[config.mk]
export PLATFORM = sky130hd
export DESIGN_NAME = harvard_data_ram
export DESIGN_NICKNAME = d
export VERILOG_FILES = /design/src/rtl/harvard_mem_pkg.sv /design/src/rtl/harvard_mem_clr_seq.sv /design/src/rtl/harvard_data_ram.sv
export SDC_FILE = /design/constraint.sdc
export NUM_CORES = 1
export LEC_CHECK = 0
export BUFFER_PORTS_ARGS = -buffer_cell sky130_fd_sc_hd__buf_2
export CORE_MARGIN = 1
export CORE_UTILIZATION = 50
export CTS_CLUSTER_DIAMETER = 120
export DETAILED_ROUTE_END_ITERATION = 8
export GPL_TIMING_DRIVEN = 0
export PLACE_DENSITY = 0.66
export RECOVER_POWER = 100
export REMOVE_ABC_BUFFERS = 1
export SYNTH_ARGS = -nofsm -noshare
export SYNTH_HDL_FRONTEND = slang
export SYNTH_SLANG_ARGS = --single-unit
[constraint.sdc]
create_clock -name clk_i -period 3.63 [get_ports clk_i]
set_clock_uncertainty 0.1 [all_clocks]
set_input_delay 0.1815 -clock clk_i [delete_from_list [all_inputs] [get_ports clk_i]]
set_output_delay 0.1815 -clock clk_i [all_outputs]
set_load 0.01 [all_outputs]
[src/rtl/harvard_mem_pkg.sv]
// ============================================================================
// Module  : harvard_mem_pkg
// Brief   : Shared types, defaults and parity helper for Harvard-core memories.
// Revision: 1.0 - initial release
// ============================================================================
`default_nettype none

package harvard_mem_pkg;

  localparam int DEF_WIDTH = 16;
  localparam int DEF_DEPTH = 64;
  localparam int PAR_MAX_W = 64;

  typedef enum logic [0:0] {
    ST_CLEAR = 1'b0,
    ST_RUN   = 1'b1
  } mem_state_e;

  // Even parity: the returned bit makes the total number of ones even.
  function automatic logic even_parity(input logic [PAR_MAX_W-1:0] d);
    return ^d;
  endfunction

endpackage

`default_nettype wire

[src/rtl/harvard_mem_clr_seq.sv]
// ============================================================================
// Module  : harvard_mem_clr_seq
// Brief   : Post-reset clear sequencer; sweeps every word once, then raises ready.
// Revision: 1.0 - initial release
// ============================================================================
`default_nettype none

module harvard_mem_clr_seq
  import harvard_mem_pkg::*;
#(
  parameter int DEPTH = DEF_DEPTH,
  localparam int AW   = $clog2(DEPTH)
) (
  input  logic          clk_i,
  input  logic          rst_i,
  output logic          clr_we_o,
  output logic [AW-1:0] clr_addr_o,
  output logic          ready_o
);

  localparam logic [AW-1:0] LAST_ADDR = AW'(DEPTH - 1);

  mem_state_e    state_q;
  logic [AW-1:0] ptr_q;
  logic          ready_q;

  always_ff @(posedge clk_i) begin
    if (rst_i) begin
      state_q <= ST_CLEAR;
      ptr_q   <= '0;
      ready_q <= 1'b0;
    end else begin
      unique case (state_q)
        ST_CLEAR: begin
          if (ptr_q == LAST_ADDR) begin
            state_q <= ST_RUN;
            ready_q <= 1'b1;
          end else begin
            ptr_q <= ptr_q + AW'(1);
          end
        end
        ST_RUN: begin
          state_q <= ST_RUN;
        end
        default: state_q <= ST_CLEAR;
      endcase
    end
  end

  assign clr_we_o   = (state_q == ST_CLEAR);
  assign clr_addr_o = ptr_q;
  assign ready_o    = ready_q;

endmodule

`default_nettype wire

[src/rtl/harvard_data_ram.sv]
// ============================================================================
// Module  : harvard_data_ram
// Brief   : Parametrised data RAM: registered read, write-first bypass,
//           hardware clear after reset, out-of-range detection.
// Config  : define DMEM_PARITY_EN to store a per-word parity bit and add perr_o.
// Revision: 1.0 - initial release
// ============================================================================
`default_nettype none

module harvard_data_ram
  import harvard_mem_pkg::*;
#(
  parameter int WIDTH = DEF_WIDTH,
  parameter int DEPTH = DEF_DEPTH,
  localparam int AW   = $clog2(DEPTH)
) (
  input  logic             clk_i,
  input  logic             rst_i,
  input  logic             we_i,
  input  logic [AW-1:0]    wa_i,
  input  logic [WIDTH-1:0] wd_i,
  input  logic             re_i,
  input  logic [AW-1:0]    ra_i,
  output logic [WIDTH-1:0] rd_o,
  output logic             rvalid_o,
  output logic             ready_o,
  output logic             aerr_o
`ifdef DMEM_PARITY_EN
  ,
  output logic             perr_o
`endif
);

  localparam logic [AW:0] DEPTH_W = (AW + 1)'(DEPTH);

  logic [WIDTH-1:0] mem_q [DEPTH];

  logic             clr_we;
  logic [AW-1:0]    clr_addr;
  logic             ready;
  logic             wa_ok, ra_ok, wr_acc, rd_acc, user_we, bypass;
  logic             mem_we;
  logic [AW-1:0]    mem_addr;
  logic [WIDTH-1:0] mem_data;
  logic [WIDTH-1:0] rd_d, rd_q;
  logic             rvalid_d, rvalid_q, aerr_d, aerr_q;

  harvard_mem_clr_seq #(.DEPTH(DEPTH)) u_clr_seq (
    .clk_i      (clk_i),
    .rst_i      (rst_i),
    .clr_we_o   (clr_we),
    .clr_addr_o (clr_addr),
    .ready_o    (ready)
  );

  assign wa_ok   = ({1'b0, wa_i} < DEPTH_W);
  assign ra_ok   = ({1'b0, ra_i} < DEPTH_W);
  assign wr_acc  = we_i & ready;
  assign rd_acc  = re_i & ready;
  assign user_we = wr_acc & wa_ok;
  assign bypass  = user_we & rd_acc & ra_ok & (wa_i == ra_i);

  // The clear sweep owns the write port until ready; reset itself never writes.
  assign mem_we   = ~rst_i & (clr_we | user_we);
  assign mem_addr = clr_we ? clr_addr : wa_i;
  assign mem_data = clr_we ? '0 : wd_i;

  always_ff @(posedge clk_i) begin
    if (mem_we) mem_q[mem_addr] <= mem_data;
  end

  always_comb begin
    rd_d     = rd_q;
    rvalid_d = rd_acc;
    aerr_d   = (wr_acc & ~wa_ok) | (rd_acc & ~ra_ok);
    if (rd_acc) begin
      if (!ra_ok)      rd_d = '0;
      else if (bypass) rd_d = wd_i;
      else             rd_d = mem_q[ra_i];
    end
  end

  always_ff @(posedge clk_i) begin
    if (rst_i) begin
      rd_q     <= '0;
      rvalid_q <= 1'b0;
      aerr_q   <= 1'b0;
    end else begin
      rd_q     <= rd_d;
      rvalid_q <= rvalid_d;
      aerr_q   <= aerr_d;
    end
  end

  assign rd_o     = rd_q;
  assign rvalid_o = rvalid_q;
  assign ready_o  = ready;
  assign aerr_o   = aerr_q;

`ifdef DMEM_PARITY_EN
  logic                 par_q [DEPTH];
  logic [PAR_MAX_W-1:0] wd_ext;
  logic                 perr_d, perr_q;

  always_comb begin
    wd_ext              = '0;
    wd_ext[WIDTH-1:0]   = wd_i;
  end

  always_ff @(posedge clk_i) begin
    if (mem_we) par_q[mem_addr] <= clr_we ? 1'b0 : even_parity(wd_ext);
  end

  // Bypassed data never touched the array, so it cannot carry a stored error.
  assign perr_d = rd_acc & ra_ok & ~bypass & (par_q[ra_i] != (^mem_q[ra_i]));

  always_ff @(posedge clk_i) begin
    if (rst_i) perr_q <= 1'b0;
    else       perr_q <= perr_d;
  end

  assign perr_o = perr_q;
`endif

endmodule

`default_nettype wire

[After elaboration in Yosys (flattened, before gate mapping)]
Memories as Yosys holds them, arrays and structs flattened.
Cells that the tools add are included.
Cells by class
  $add $sub $neg: 1
  equal/unequal tests: 2
  muxes and demuxes: 7
  bitwise logic cells: 9
  reduce and logical (&&, ||, !) cells: 2
Operators with widths (count)
  $mux 16: 2
  $add 6x1->6 const B: 1
  $eq 6x6->1: 1
  $eq 6x6->1 const B: 1
  $mux 6: 1
  $and 1x1->1: 5
  $reduce_and 2->1: 2
  $mux 1: 3
  $not 1->1: 3
  $pmux 1 s2: 1
  $or 1x1->1: 1
Word-level totals
  bits in registers: 25
  RAM bits: 1024
  bits of input ports: 32
  output and inout port bits: 19
  memories kept: 1
Memory list
  mem_q: depth 64, bits a word 16, rd ports 1, clocked after memory_dff 0, write ports 1, RTL line harvard_data_ram.sv:36  | logic [WIDTH-1:0] mem_q [DEPTH];

[Logic depth before layout (Yosys ltp)]
  depth after elaboration: 5
  depth in mapped cells: 9
  depth with buffers taken out: 6

[By module]
From an unflattened synthesis, not the netlist that was laid out.
Unflattened totals
  cell total of the unflattened synthesis: 1898
  area total of the unflattened synthesis: 40481.3 um2
Modules (own cells, without submodules)
  harvard_data_ram: instances 1, cells an instance 1852, area an instance 40055.9 um2
  harvard_mem_clr_seq: instances 1, cells an instance 46, area an instance 425.4 um2

[Worst setup path after synthesis]
OpenSTA, ideal clock, no wires.
  path kind: reg2reg
  from: register u_clr_seq.state_q
  to: memory mem_q[19][0] in the netlist's numbering, enable pin
  arrival: 2137 ps
  data required time: 3142 ps
  slack: 1004 ps
  cell stages (with the launch flop): 7
  path buffers: 2
  clock period less this slack: 2626 ps
  cell sequence: dfxtp_1 clkbuf_1 clkbuf_1 nand4_1 a21oi_1 nand2_1 nor2_1
On the way
  word-level cells in the longest chain between the ends: 5
  elaborated cells between the ends (all ways): 6
  classes of those cells: mux (3); bitwise (3)
RTL lines
  start, declared: RTL line harvard_mem_clr_seq.sv:23  | mem_state_e state_q;
  start signal, assigned: RTL line harvard_mem_clr_seq.sv:29  | state_q <= ST_CLEAR;
  start signal, assigned: RTL line harvard_mem_clr_seq.sv:36  | state_q <= ST_RUN;
  start signal, assigned: RTL line harvard_mem_clr_seq.sv:43  | state_q <= ST_RUN;
  $not 1->1: RTL line harvard_mem_clr_seq.sv:50  | assign clr_we_o = (state_q == ST_CLEAR);
  $or 1x1->1: RTL line harvard_data_ram.sv:64  | assign mem_we = ~rst_i & (clr_we | user_we);
  $and 1x1->1: RTL line harvard_data_ram.sv:64
  $mux 1: RTL line harvard_data_ram.sv:69  | if (mem_we) mem_q[mem_addr] <= mem_data;
  $mux 1 (implied by the code): RTL line harvard_data_ram.sv:69
  end, declared: RTL line harvard_data_ram.sv:36
Several ways; a longest one is shown, not always the timed one.

[Worst setup path in the final report]
  from: register u_clr_seq.state_q
  to: memory mem_q[16][0] in the netlist's numbering, enable pin
Same word-level chain as after synthesis.

==> qor.yml <==
viasPerCell: 6.308
rsz0062_at_grt: "no"
place.gp.congestion: 0.8677
pre_cts_slack_ps: -205.5
fp.coreArea_um2: 79520
numCtsBuffers: 102
r2r_setup_slack_ps: 70
die_area_um2: 82120
die_w_um: 286.6
grt-ovfl-total: 0
pwr_density_cell_nw_per_um2: 539.7
yosys-top-cells-area: "edfxtp_1 (76%), mux4_2 (12%), a22oi_1 (2.3%)"
synth_most_common_cell: "edfxtp_1"
vias: 20220
grt_pass1_vias: 20300
wl_per_cell_um: 29.43
status: "finished with violations"
hold_start: "wa_i[0]"
cts_tree: "yes"
drtIter0Drc: 2395
yosysWarnings: 0
clkTransAtPathRegs_ps: 60
p_leak_uw: 0.01516
ant_nets: 0
route.detailed.drc: 0
path_class: "reg -> reg"
fin_util_pct: 58.21
r2r_start: "u_clr_seq.state_q"
ys_ff_latch: 1049
slew_headroom_pct: -35.35
cts_max_level: 3
cts_root_buf: "clkbuf_16"
synthDistinctLibCells: 47
async_reset_ff_share_pct: 0
rr_worst_depth: 6
fin_nets: 2097
grt_pass1_wl_um: 138300
netlist_instances: 1924
cp.arrival_ps: 3760
period_share_pct: 97.96
area_growth_syn_to_layout_pct: 14.32
tightest_slew_ps: 2030
worst_slack_ps: 73.93
nFillCells: 5593
finalHoldViolations: 0
hold_path_class: "in -> reg"
min_to: "mem_q[40][3]"
ir_worst_vdd_mv: 0.4316
dieHeight_um: 286.6
rr_endpoint: "mem_q[16][0]"
maxSlewViolCount: 418
fmax_ghz: 0.2812
end_kind: "flip-flop"
maxCapViolations: 14
critPathLaunch: "u_clr_seq.state_q"
syn-mean-instance-area_um2: 21.04
rows: 103
track_usage_pct: 23.31
ios: 51
wirelength_um: 94320
holdPathStages: 4
synth_enable_flop_cells: 1024
drive_gt1_share_pct: 25.91
grt_max_degree: 98
clock_path_buffers: 3
syn_area_um2: 40490
seq_area_frac_synth_pct: 77.18
finalPower_uw: 24980
crit_fanout: 46
dr.pass1.iters: 6
synthTopCellsByCount: "edfxtp_1 (1024), mux4_2 (223), a22oi_1 (125)"
synth_top_flop_cell: "edfxtp_1"
dp_hpwl_um: 59450
cts.sinks: 1049
violations: "capacitance limit, slew limit"
start_kind: "flip-flop"
whs_ps: 118.9
worst_ep_required_time_ps: 3830
initial_utilization_pct: 50.92
portBuffers: 49
post-route-min-period_ps: 3556
finalSetupViolations: 0
synth_top_area_share_pct: 75.95
yosysTopAreaCell: "edfxtp_1"
insertion_delay_ps: 670
antenna_found_initial: 8
layer usage:
metal	vias to the layer above	wire, um	global-route usage, %
met5	-	83	0
met4	12	3263	8.369
li1	8400	-	-
met2	929	45320	36.68
met1	10690	37810	32.74
met3	186	7836	4.523
critical path, cell delays in order (launching register included):
cell	delay, ps
dfxtp_2	900
nand2b_1	110
o22a_1	190
nor2_1	220
nand2_1	380
nor2_1	770
clkbuf_2	490
metrics by stage:
step / setup TNS, ps / cell area, um^2 / instances
finish: 0 / 46290 / 3205
global route: 0 / 46280 / 3204
CTS: 0 / 46900 / 3204
detailed placement: -7065 / 43220 / 2992
global placement: -560610 / 41480 / 2910
floorplan: 0 / 39920 / 1811
cell families (layout without fill, tap and decap cells):
logic type               after synthesis  count (layout)  share of synthesized area (%)
multiplexers                         294             294                          14.36
flip-flops                          1049            1049                          77.18
buffers and inverters                113             343                          1.391
other                                  1               2                       0.009262
adder cells (fa/ha/maj)                1               1                        0.03090
AO/OA/AOI/OAI                        256             256                          4.549
XOR/XNOR                               9               9                         0.1947
AND/OR/NAND/NOR                      201             201                          2.278
report_power, final:
part / switching [uW] / leakage [uW] / total, uW / internal, uW
sequential: 13.3 / 0.0101 / 13100 / 13100
combinational: 531 / 0.00336 / 921 / 389
clock: 4520 / 0.00170 / 10900 / 6400
total: 5060 / 0.0152 / 25000 / 19900
layout by cell type, fill, tap and decap left out, types with 6 or more instances in the layout:
| master | n |
|---|---|
| dfxtp_1 | 24 |
| clkbuf_16 | 104 |
| o22ai_1 | 49 |
| mux4_2 | 223 |
| mux2_2 | 65 |
| clkinv_2 | 17 |
| and2_0 | 16 |
| edfxtp_1 | 1024 |
| nor2_1 | 71 |
| a211oi_1 | 17 |
| nand2_1 | 59 |
| dlygate4sd3_1 | 18 |
| a2111oi_1 | 11 |
| nor2_2 | 9 |
| clkbuf_1 | 56 |
| buf_2 | 28 |
| bufinv_16 | 13 |
| buf_12 | 12 |
| o31ai_1 | 16 |
| o21ai_0 | 7 |
| buf_8 | 18 |
| clkbuf_2 | 22 |
| a22oi_1 | 125 |
| clkinv_1 | 15 |
| nand2b_1 | 8 |
| a21oi_1 | 18 |
| clkbuf_8 | 9 |
| clkinvlp_4 | 6 |
| buf_16 | 14 |
registers in the layout, summed over array words and instances (netlist names):
signal,flops
u_clr_seq.ready_o,1
u_clr_seq.clr_addr_o,6
u_clr_seq.state_q,1
rvalid_o,1
rd_o,16
mem_q,1024
worst max-delay path by stage:
stage,endpoint,slack [ps],depth (start not counted)
finish,mem_q[16][0],70,6
floorplan,mem_q[19][0],890,4
global route,mem_q[60][3],40,6
CTS,rd_o[7],40,9
global placement,rd_o[2],-7420,6
detailed placement,rd_o[10],-210,8
area by class of cell:
type | instances | area [um^2] | area share [%]
Antenna cell | 1 | 2.502 | 0.005406
Clock buffer | 136 | 2813 | 6.077
Sequential cell | 1049 | 31250 | 67.52
Tap cell | 1050 | 1314 | 2.838
Clock inverter | 58 | 685.7 | 1.481
Timing Repair Buffer | 149 | 1495 | 3.230
Multi-Input combinational cell | 762 | 8726 | 18.85
timing repair:
item | CTS | global route
setup buffers | 0 | 0
gates resized for setup | 1 | 1
endpoints found under the setup margin | 108 | 1
hold buffers | 18 | 0
hold endpoints to repair | 23 | 0
Note: power is estimated with default switching activity, not from simulation.
